===== config.mk =====
export PLATFORM = sky130hd
export DESIGN_NAME = uart_tx_mmio_flat
export DESIGN_NICKNAME = d
export VERILOG_FILES = /design/src/rtl/uart_pkg.sv /design/src/rtl/uart_tx_mmio_if.sv /design/src/rtl/sync_fifo.sv /design/src/rtl/uart_tx_mmio.sv /design/src/flat_wrapper.sv
export SDC_FILE = /design/constraint.sdc
export NUM_CORES = 1
export LEC_CHECK = 0
export BUFFER_PORTS_ARGS = -buffer_cell sky130_fd_sc_hd__clkbuf_2
export CORE_MARGIN = 2
export CORE_UTILIZATION = 50
export DETAILED_ROUTE_END_ITERATION = 6
export GPL_TIMING_DRIVEN = 0
export PLACE_DENSITY = 0.74
export SKIP_CTS_REPAIR_TIMING = 1
export SLEW_MARGIN = 40
export SYNTH_ARGS = -nofsm -noshare
export SYNTH_HDL_FRONTEND = slang
export SYNTH_SLANG_ARGS = --single-unit

===== constraint.sdc =====
create_clock -name clk -period 4.3 [get_ports clk]
set_input_delay 0.43 -clock clk [delete_from_list [all_inputs] [get_ports clk]]
set_output_delay 0.43 -clock clk [all_outputs]
set_load 0.05 [all_outputs]

===== src/rtl/uart_pkg.sv =====
// Shared definitions for the UART transmitter block (and a later RX block).
// Contents: serializer state enum, register offset constants (addr[3:2]),
// STATUS bit positions and an even-parity helper.
package uart_pkg;

  typedef enum logic [2:0] {
    IDLE   = 3'd0,
    START  = 3'd1,
    DATA   = 3'd2,
    PARITY = 3'd3,
    STOP   = 3'd4
  } uart_state_e;

  localparam logic [1:0] TXDATA_OFF  = 2'd0;
  localparam logic [1:0] STATUS_OFF  = 2'd1;
  localparam logic [1:0] BAUDDIV_OFF = 2'd2;

  localparam int STAT_BUSY    = 0;
  localparam int STAT_FULL    = 1;
  localparam int STAT_EMPTY   = 2;
  localparam int STAT_OVF     = 3;
  localparam int STAT_CNT_LSB = 4;
  localparam int STAT_PAR     = 9;

  // Even parity of one data byte: 1 when the byte has an odd number of ones.
  function automatic logic even_parity(input logic [7:0] d);
    return ^d;
  endfunction

endpackage


===== src/rtl/uart_tx_mmio_if.sv =====
// Data-memory bus seen by the UART transmitter.
// Signals: we (store strobe), addr (byte address), data_i (store data),
// data_o (load data), sel (address hits the register window).
// master = core side, slave = responder side.
interface uart_tx_mmio_if;
  logic        we;
  logic [31:0] addr;
  logic [31:0] data_i;
  logic [31:0] data_o;
  logic        sel;

  modport master (output we, addr, data_i, input data_o, sel);
  modport slave  (input we, addr, data_i, output data_o, sel);
endinterface


===== src/rtl/sync_fifo.sv =====
// Synchronous circular-buffer FIFO.
// Ports: clk, rst (sync, active high), push/din (write), pop/dout (read of
// head, dout is valid whenever empty=0), full, empty, count (0..DEPTH).
// A push while full is accepted only when a pop happens in the same cycle.
// DEPTH must be a power of two so the pointers wrap naturally.
module sync_fifo #(
  parameter int WIDTH = 8,
  parameter int DEPTH = 4,
  localparam int AW = $clog2(DEPTH),
  localparam int CW = AW + 1
) (
  input  logic             clk,
  input  logic             rst,
  input  logic             push,
  input  logic [WIDTH-1:0] din,
  input  logic             pop,
  output logic [WIDTH-1:0] dout,
  output logic             full,
  output logic             empty,
  output logic [CW-1:0]    count
);

  logic [WIDTH-1:0] mem [DEPTH];
  logic [AW-1:0]    wr_ptr;
  logic [AW-1:0]    rd_ptr;
  logic [CW-1:0]    count_q;
  logic             do_push;
  logic             do_pop;

  assign full    = (count_q == CW'(DEPTH));
  assign empty   = (count_q == {CW{1'b0}});
  assign count   = count_q;
  assign dout    = mem[rd_ptr];
  assign do_pop  = pop && !empty;
  assign do_push = push && (!full || do_pop);

  // Pointer and occupancy bookkeeping.
  always_ff @(posedge clk) begin
    if (rst) begin
      wr_ptr  <= {AW{1'b0}};
      rd_ptr  <= {AW{1'b0}};
      count_q <= {CW{1'b0}};
    end else begin
      if (do_push) wr_ptr <= wr_ptr + AW'(1);
      if (do_pop)  rd_ptr <= rd_ptr + AW'(1);
      case ({do_push, do_pop})
        2'b10:   count_q <= count_q + CW'(1);
        2'b01:   count_q <= count_q - CW'(1);
        default: count_q <= count_q;
      endcase
    end
  end

  // Storage array; contents are don't-care until written, so no reset.
  always_ff @(posedge clk) begin
    if (do_push) mem[wr_ptr] <= din;
  end

endmodule


===== src/rtl/uart_tx_mmio.sv =====
// Memory-mapped UART transmitter on the core's data-memory bus.
// Ports: clk, rst (sync, active high), bus (uart_tx_mmio_if.slave:
// we/addr/data_i in, data_o/sel out), tx (serial line, idles high).
// Registers (addr[3:2]): 0 TXDATA (write pushes byte), 1 STATUS,
// 2 BAUDDIV (clk cycles per bit, 0 behaves as 1), 3 reserved.
// Build option: define UART_TX_PARITY_EN for an even-parity bit between
// the data and stop bits (STATUS bit9 then reads 1).
module uart_tx_mmio
  import uart_pkg::*;
#(
  parameter logic [31:0] BASE_ADDR  = 32'h0000_1000,
  parameter logic [15:0] CLK_DIV    = 16'd868,
  parameter int          FIFO_DEPTH = 4
) (
  input  logic            clk,
  input  logic            rst,
  uart_tx_mmio_if.slave   bus,
  output logic            tx
);

  localparam int CW = $clog2(FIFO_DEPTH) + 1;

  logic          sel;
  logic [1:0]    off;
  logic          wr_en;
  logic          push;
  logic          pop;
  logic [7:0]    fifo_dout;
  logic          full;
  logic          empty;
  logic [CW-1:0] count;
  logic [15:0]   baud;
  logic          ovf;
  logic [15:0]   reload;
  logic          bit_done;
  logic [31:0]   status;
  logic [31:0]   rdata;
  logic          unused_bits;

  uart_state_e   state, state_next;
  logic [15:0]   cnt, cnt_next;
  logic [2:0]    bit_idx, bit_next;
  logic [7:0]    shift, shift_next;
  logic          tx_q, tx_next;
`ifdef UART_TX_PARITY_EN
  logic          par;
`endif

  assign sel         = (bus.addr[31:4] == BASE_ADDR[31:4]);
  assign off         = bus.addr[3:2];
  assign wr_en       = bus.we && sel;
  assign push        = wr_en && (off == TXDATA_OFF);
  assign unused_bits = ^{bus.addr[1:0], bus.data_i[31:16]};
  // Period counter counts down to zero, so it is loaded with period-1.
  assign reload      = (baud == 16'd0) ? 16'd0 : (baud - 16'd1);
  assign bit_done    = (cnt == 16'd0);
  assign tx          = tx_q;
  assign bus.sel     = sel;
  assign bus.data_o  = rdata;

  sync_fifo #(.WIDTH(8), .DEPTH(FIFO_DEPTH)) u_fifo (
    .clk   (clk),
    .rst   (rst),
    .push  (push),
    .din   (bus.data_i[7:0]),
    .pop   (pop),
    .dout  (fifo_dout),
    .full  (full),
    .empty (empty),
    .count (count)
  );

  // BAUDDIV register and sticky overflow flag.
  always_ff @(posedge clk) begin
    if (rst) begin
      baud <= CLK_DIV;
      ovf  <= 1'b0;
    end else begin
      if (wr_en && (off == BAUDDIV_OFF)) baud <= bus.data_i[15:0];
      // A dropped byte and a clear cannot coincide: they use different offsets.
      if (push && full && !pop) begin
        ovf <= 1'b1;
      end else if (wr_en && (off == STATUS_OFF) && bus.data_i[STAT_OVF]) begin
        ovf <= 1'b0;
      end
    end
  end

`ifdef UART_TX_PARITY_EN
  // Parity is captured at pop because the shift register is consumed bit by bit.
  always_ff @(posedge clk) begin
    if (rst)      par <= 1'b0;
    else if (pop) par <= even_parity(fifo_dout);
  end
`endif

  // Serializer state register; tx is registered so the line is glitch free.
  always_ff @(posedge clk) begin
    if (rst) begin
      state   <= IDLE;
      cnt     <= 16'd0;
      bit_idx <= 3'd0;
      shift   <= 8'd0;
      tx_q    <= 1'b1;
    end else begin
      state   <= state_next;
      cnt     <= cnt_next;
      bit_idx <= bit_next;
      shift   <= shift_next;
      tx_q    <= tx_next;
    end
  end

  // Serializer next state: each bit boundary reloads the period from the
  // current BAUDDIV, so a mid-frame write only affects later bits.
  always_comb begin
    state_next = state;
    cnt_next   = cnt;
    bit_next   = bit_idx;
    shift_next = shift;
    tx_next    = tx_q;
    pop        = 1'b0;
    case (state)
      IDLE: begin
        if (!empty) begin
          pop        = 1'b1;
          shift_next = fifo_dout;
          bit_next   = 3'd0;
          cnt_next   = reload;
          tx_next    = 1'b0;
          state_next = START;
        end else begin
          tx_next = 1'b1;
        end
      end
      START: begin
        if (bit_done) begin
          cnt_next   = reload;
          tx_next    = shift[0];
          state_next = DATA;
        end else begin
          cnt_next = cnt - 16'd1;
        end
      end
      DATA: begin
        if (bit_done) begin
          cnt_next = reload;
          if (bit_idx == 3'd7) begin
`ifdef UART_TX_PARITY_EN
            tx_next    = par;
            state_next = PARITY;
`else
            tx_next    = 1'b1;
            state_next = STOP;
`endif
          end else begin
            bit_next   = bit_idx + 3'd1;
            shift_next = {1'b0, shift[7:1]};
            tx_next    = shift[1];
          end
        end else begin
          cnt_next = cnt - 16'd1;
        end
      end
      PARITY: begin
        if (bit_done) begin
          cnt_next   = reload;
          tx_next    = 1'b1;
          state_next = STOP;
        end else begin
          cnt_next = cnt - 16'd1;
        end
      end
      STOP: begin
        if (bit_done) begin
          tx_next    = 1'b1;
          state_next = IDLE;
        end else begin
          cnt_next = cnt - 16'd1;
        end
      end
      default: begin
        tx_next    = 1'b1;
        state_next = IDLE;
      end
    endcase
  end

  // Load data mux: combinational from addr, zero outside the window.
  always_comb begin
    status                           = 32'd0;
    status[STAT_BUSY]                = (state != IDLE);
    status[STAT_FULL]                = full;
    status[STAT_EMPTY]               = empty;
    status[STAT_OVF]                 = ovf;
    status[STAT_CNT_LSB +: CW]       = count;
`ifdef UART_TX_PARITY_EN
    status[STAT_PAR]                 = 1'b1;
`else
    status[STAT_PAR]                 = 1'b0;
`endif
    rdata = 32'd0;
    if (sel) begin
      case (off)
        STATUS_OFF:  rdata = status;
        BAUDDIV_OFF: rdata = {16'd0, baud};
        default:     rdata = 32'd0;
      endcase
    end else begin
      rdata = 32'd0;
    end
  end

endmodule

===== src/flat_wrapper.sv =====
// flat-port wrapper written by rule: the top's interface ports become plain ports
module uart_tx_mmio_flat import uart_pkg::*;
#(
  parameter logic [31:0] BASE_ADDR  = 32'h0000_1000,
  parameter logic [15:0] CLK_DIV    = 16'd868,
  parameter int          FIFO_DEPTH = 4
)
  (clk, rst, tx, bus_we, bus_addr, bus_data_i, bus_data_o, bus_sel);
  uart_tx_mmio_if bus_i ();
  input  logic clk;
  input  logic rst;
  output logic tx;
  input wire logic [$bits(bus_i.we)-1:0] bus_we;
  input wire logic [$bits(bus_i.addr)-1:0] bus_addr;
  input wire logic [$bits(bus_i.data_i)-1:0] bus_data_i;
  output wire logic [$bits(bus_i.data_o)-1:0] bus_data_o;
  output wire logic [$bits(bus_i.sel)-1:0] bus_sel;
  assign bus_i.we = bus_we;
  assign bus_i.addr = bus_addr;
  assign bus_i.data_i = bus_data_i;
  assign bus_data_o = bus_i.data_o;
  assign bus_sel = bus_i.sel;
  uart_tx_mmio #(.BASE_ADDR(BASE_ADDR), .CLK_DIV(CLK_DIV), .FIFO_DEPTH(FIFO_DEPTH)) u_core (.clk(clk), .rst(rst), .bus(bus_i), .tx(tx));
endmodule

# Word-level counts from Yosys, hierarchy flattened
# Memories as Yosys holds them, arrays and structs flattened. A register that Yosys moved wholly into a read port is not among the register bits.
# Cells that the tools add are included.
dict set report classes {
  addsub 7
  n_reduce_logical 29
  n_bitwise 0
  muxes 37
  n_div 0
  shift 0
  n_eq_ne 20
  multipliers 0
  magnitude_cmp 0
}
# op count
set op_table {}
lappend op_table {{$mux W16} 5}
lappend op_table {{$pmux W16 S3} 1}
lappend op_table {{$logic_not A16 Y1} 2}
lappend op_table {{$pmux W16 S2} 1}
lappend op_table {{$sub A16 B1 Y16 const B} 2}
lappend op_table {{$eq A28 B9 Y1 const B} 1}
lappend op_table {{$mux W3} 9}
lappend op_table {{$mux W8} 3}
lappend op_table {{$pmux W8 S2} 1}
lappend op_table {{$pmux W3 S5} 1}
lappend op_table {{$ne A2 B1 Y1 const B} 6}
lappend op_table {{$pmux W3 S2} 2}
lappend op_table {{$mux W1} 11}
lappend op_table {{$eq A3 B3 Y1 const B} 3}
lappend op_table {{$logic_and A1 B1 Y1} 9}
lappend op_table {{$add A3 B1 Y3 const B} 2}
lappend op_table {{$eq A3 B2 Y1 const B} 2}
lappend op_table {{$logic_not A3 Y1} 2}
lappend op_table {{$ne A2 B2 Y1 const B} 3}
lappend op_table {{$reduce_and A3 Y1} 2}
lappend op_table {{$reduce_and A6 Y1} 1}
lappend op_table {{$reduce_bool A2 Y1} 3}
lappend op_table {{$reduce_bool A3 Y1} 2}
lappend op_table {{$add A2 B1 Y2 const B} 2}
lappend op_table {{other kinds (12)} 17}
dict set report word_totals {
  latchBits 0
  ramBits 32
  output_inout_bits 34
  elab_cells 104
  n_memories 1
  ff_bits 55
  mem_bits_ro 0
}
# memory depth width rd rd_clocked_by_memory_dff write_ports line_no
set memory_table {}
lappend memory_table {u_core.u_fifo.mem 4 8 1 1 1 sync_fifo.sv:23} ;# logic [WIDTH-1:0] mem [DEPTH];

# Longest topological paths before layout
dict set report depth {
  ltp_word 8
  depth_mapped 11
  mapped_depth_nobuf 10
}

# Hierarchy
# Synthesis repeated with hierarchy kept, for this count alone.
dict set report unflattened {
  hier_cells 496
  hier_area_um2 4879.7
}
# mod area_each_um2 cells_per_inst n_inst
set modules_own_cells {}
lappend modules_own_cells {uart_tx_mmio 3234.4 400 1}
lappend modules_own_cells {sync_fifo 1645.3 96 1}

# Worst setup path after synthesis
# Ideal clock, no wire load.
dict set report synth_path {
  kind {input to output}
  from {input bus_addr[30]}
  to {output bus_data_o[0]}
  slack_ns 1.169
  t_arrival_ns 2.701
  path_buffers 0
  cell_stages 5
  required_time_ns 3.870
  path_cell_list {nor4b_1 > nand4_1 > nor2_1 > nand2_1 > nor2_1}
}
dict set report synth_via {
  elab_chain_len 2
}
# element line_no
set synth_lines {}
lappend synth_lines {{from (decl)} flat_wrapper.sv:14} ;# input wire logic [$bits(bus_i.addr)-1:0] bus_addr;
lappend synth_lines {{$eq A28 B9 Y1} uart_tx_mmio.sv:49} ;# assign sel = (bus.addr[31:4] == BASE_ADDR[31:4]);
lappend synth_lines {{via bus_sel} flat_wrapper.sv:17} ;# output wire logic [$bits(bus_i.sel)-1:0] bus_sel;
lappend synth_lines {{$mux W16} uart_tx_mmio.sv:203} ;# if (sel) begin
lappend synth_lines {{to (decl)} flat_wrapper.sv:16} ;# output wire logic [$bits(bus_i.data_o)-1:0] bus_data_o;
# The timed path passes the listed nets, and every way through them passes these cells.

# Final worst setup path
dict set report layout_path {
  from {register u_core.cnt[0]}
  to {register u_core.cnt[12]}
}
dict set report layout_via {
  elab_chain_len 3
  word_cells_on_any_way 7
  classes_between {add/sub: 1; eq/ne: 1; mux: 3; reduce/logical: 2}
}
# element line_no
set layout_lines {}
lappend layout_lines {{from (decl)} uart_tx_mmio.sv:41} ;# logic [15:0] cnt, cnt_next;
lappend layout_lines {{from (signal assigned)} uart_tx_mmio.sv:107} ;# cnt <= cnt_next;
lappend layout_lines {{$sub A16 B1 Y16 or $logic_not A16 Y1 (tied branches)} --}
lappend layout_lines {{$mux W16, or another cell as far along} uart_tx_mmio.sv:175} ;# if (bit_done) begin
lappend layout_lines {{$pmux W16 S3 or $reduce_and A3 Y1 (tied branches)} --}
# Parallel ways exist; a longest one is shown, timed or not. The select of a mux whose other input is x is not followed.
# A chain may end at the register's enable or synchronous reset.

==> flow_summary.json <==
{
  "syn_inst": 517,
  "grt_max_degree": 20,
  "multi_input_area_um2": 2380,
  "port_buffers": 66,
  "status": "finished, final reports clean",
  "worst_slew_pin_slew_ns": 0.732,
  "root_buffer": "clkbuf_8",
  "num_vias": 4162,
  "design.core.area_um2": 9200,
  "arrival_ns": 3.23,
  "fp.dieArea_um2": 10300,
  "finalSetupViolCount": 0,
  "post_drt_via_cell_ratio": 5.74,
  "min_period_ns": 2.98,
  "start_util_pct": 51.4,
  "wl_mm": 11.6,
  "leakage_nw": 2.10,
  "critical_path_required_ns": 4.56,
  "final_nets": 689,
  "ioPinCount": 101,
  "max_freq_ghz": 0.336,
  "drt_pre_antenna_iters": 5,
  "power_density_nw_per_um2": 545,
  "drv_slew": 0,
  "hold_viol_final": 0,
  "die_w_um": 101,
  "cts_tree": "built",
  "cts_buffer_depth": 2,
  "ff_latch_area_um2": 2100,
  "ys_ff_latch": 89,
  "ys.flop_type": "dfxtp_1",
  "wl_per_cell_um": 16.0,
  "skew_ns": 0.0195,
  "antenna_found_initial": 0,
  "synth.distinct_cells": 62,
  "cp_slowest_stage_delay_ns": 0.64,
  "path_depth": 10,
  "htree_levels": 3,
  "min_path_type": "in2reg",
  "dr.first_iter.drc_count": 180,
  "diodes": 0,
  "row_count": 35,
  "final_common_cell": "nand2_1",
  "critical-path-slowest-cell": "or4b_2",
  "overflow": 0,
  "chipHeight_um": 101,
  "crit_fanout": 10,
  "netlist_area_um2": 4730,
  "r2r_cells": 10,
  "clkLatencyLatePin_ns": 0.39,
  "dpl-instance-area_um2": 5260,
  "period_share_pct": 69.2,
  "final_area_um2": 5480,
  "clk_pin_slew_ns": 0.10,
  "place_congestion": 0.876,
  "synth-edff-count": 32,
  "cp-start-kind": "flip-flop",
  "synth.avg_cell_area_um2": 9.15,
  "grt_pass1_vias": 4037,
  "final_util_pct": 59.6,
  "clock_sinks": 89,
  "place_ws_ns": 1.25,
  "final_cell_mix": "69 x nand2_1, 66 x clkbuf_2, 57 x dfxtp_1",
  "rsz0062_at_grt": "false",
  "async_flop_share_pct": 0,
  "drc": 0,
  "setup_tns_ns": 0,
  "hpwl_mm": 8.60,
  "ys_seq_area_share_pct": 44.4,
  "min_path_cells": 3,
  "cap_violations": 0,
  "hold_slack_ns": 0.273,
  "numCtsBuffers": 9,
  "grt_util_all_layers_pct": 23.8,
  "critPathCaptureType": "flip-flop",
  "yosysWarnings": 0,
  "relSlewSlack_pct": 51.0,
  "crit_path_cell_trace": "inv_1 > ha_1 > or4b_2 > or4_4 > buf_6 > a21boi_4 > buf_2 > o21ai_0 > a32oi_1 > nor2_1",
  "fin_ws_ns": 1.32,
  "ant_nets": 0,
  "grt_pass1_wl_mm": 19.0,
  "drive_gt1_share_pct": 21.0,
  "path_class": "reg2reg",
  "critPathTopFamily": "simple AND/OR/NAND/NOR gates",
  "area_growth_pct": 15.8,
  "crit_buf_inv": 3,
  "ir_drop_mv": 0.205,
  "fillers": 809
}
-- routing by layer --
metal / wire length (µm) / global-route usage [%] / share of wire, % / vias up
met1: 5180 / 32.7 / 45 / 1937
met3: 857 / 2.83 / 7.4 / 18
met5: 0 / 0 / 0 / -
met2: 5350 / 38.7 / 46 / 181
li1: - / - / - / 2026
met4: 195 / 8.94 / 1.7 / 0
-- final cells by class --
class                      count  share of cell area, %
buffer                        43                   4.63
timing repair buffer          66                   6.03
tap                          111                   2.53
multi-input combinational    382                   43.5
inverter                      18                   1.23
clock buffer                   9                   2.26
sequential                    89                   38.4
clock inverter                 7                   1.48
-- power breakdown --
part | leakage, nW | internal [mW] | switching, mW
clock network | 0.103 | 0.232 | 0.361
registers | 0.751 | 0.968 | 0.0808
logic | 1.25 | 0.510 | 0.834
-- logic make-up after synthesis --
kind of cell    after synthesis  synth area share, %
mux                          11                 4.47
other cells                   1               0.0793
buf+inv                      61                 6.80
fa+ha+maj                    13                 3.60
simple gates                224                 23.5
flops                        89                 44.4
xor+xnor                     13                 2.41
compound gates              105                 14.7
-- flip-flops by register name (all words and copies together) (netlist names), named ones only --
signal / flops
u_core.u_fifo.mem: 32
u_core.baud: 16
u_core.cnt: 16
u_core.shift: 8
u_core.bit_idx: 3
u_core.state: 3
u_core.u_fifo.count: 3
u_core.u_fifo.rd_ptr: 2
u_core.u_fifo.wr_ptr: 2
u_core.ovf: 1
u_core.tx: 1
-- worst paths after layout --
path	from	end	slack, ns
setup / recovery	u_core.cnt[0]	u_core.cnt[12]	1.32
hold / removal	bus_data_i[8]	u_core.baud[8]	0.27
setup reg to reg	u_core.cnt[0]	u_core.cnt[12]	1.32
hold reg to reg	u_core.bit_idx[1]	u_core.bit_idx[1]	0.47
-- Yosys cell counts (all sizes together), types with 4 or more instances --
cell     n  area, µm²
a21oi   35        175
a22oi    8       60.1
a311oi   7       61.3
a31oi    5       31.3
a32oi    4       35.0
and2    15       93.8
buf     27        194
clkbuf  16       60.1
dfxtp   57       1140
edfxtp  32        961
ha      12        150
inv     18       67.6
mux4     8        180
nand2   69        259
nand2b   4       25.0
nand3   11       55.1
nand3b  10       75.1
nor2    48        183
nor3    24        125
nor4    18        113
o21ai   22        110
or3      4       25.0
or4      5       41.3
xnor2    6       52.6
xor2     7       61.3
-- worst min-delay path, stage by stage --
cell and delay (ns):
clkbuf_2 0.08, nand2_1 0.04, nand3b_1 0.07
-- metrics by stage --
step           total power, mW  cells
2_1_floorplan             2.05    532
3_3_place_gp              2.34    709
3_5_place_dp              2.37    709
4_1_cts                   2.95    725
5_1_grt                   3.16    725
6_report                  2.99    725
No activity file was read; power rests on OpenSTA's default activity.
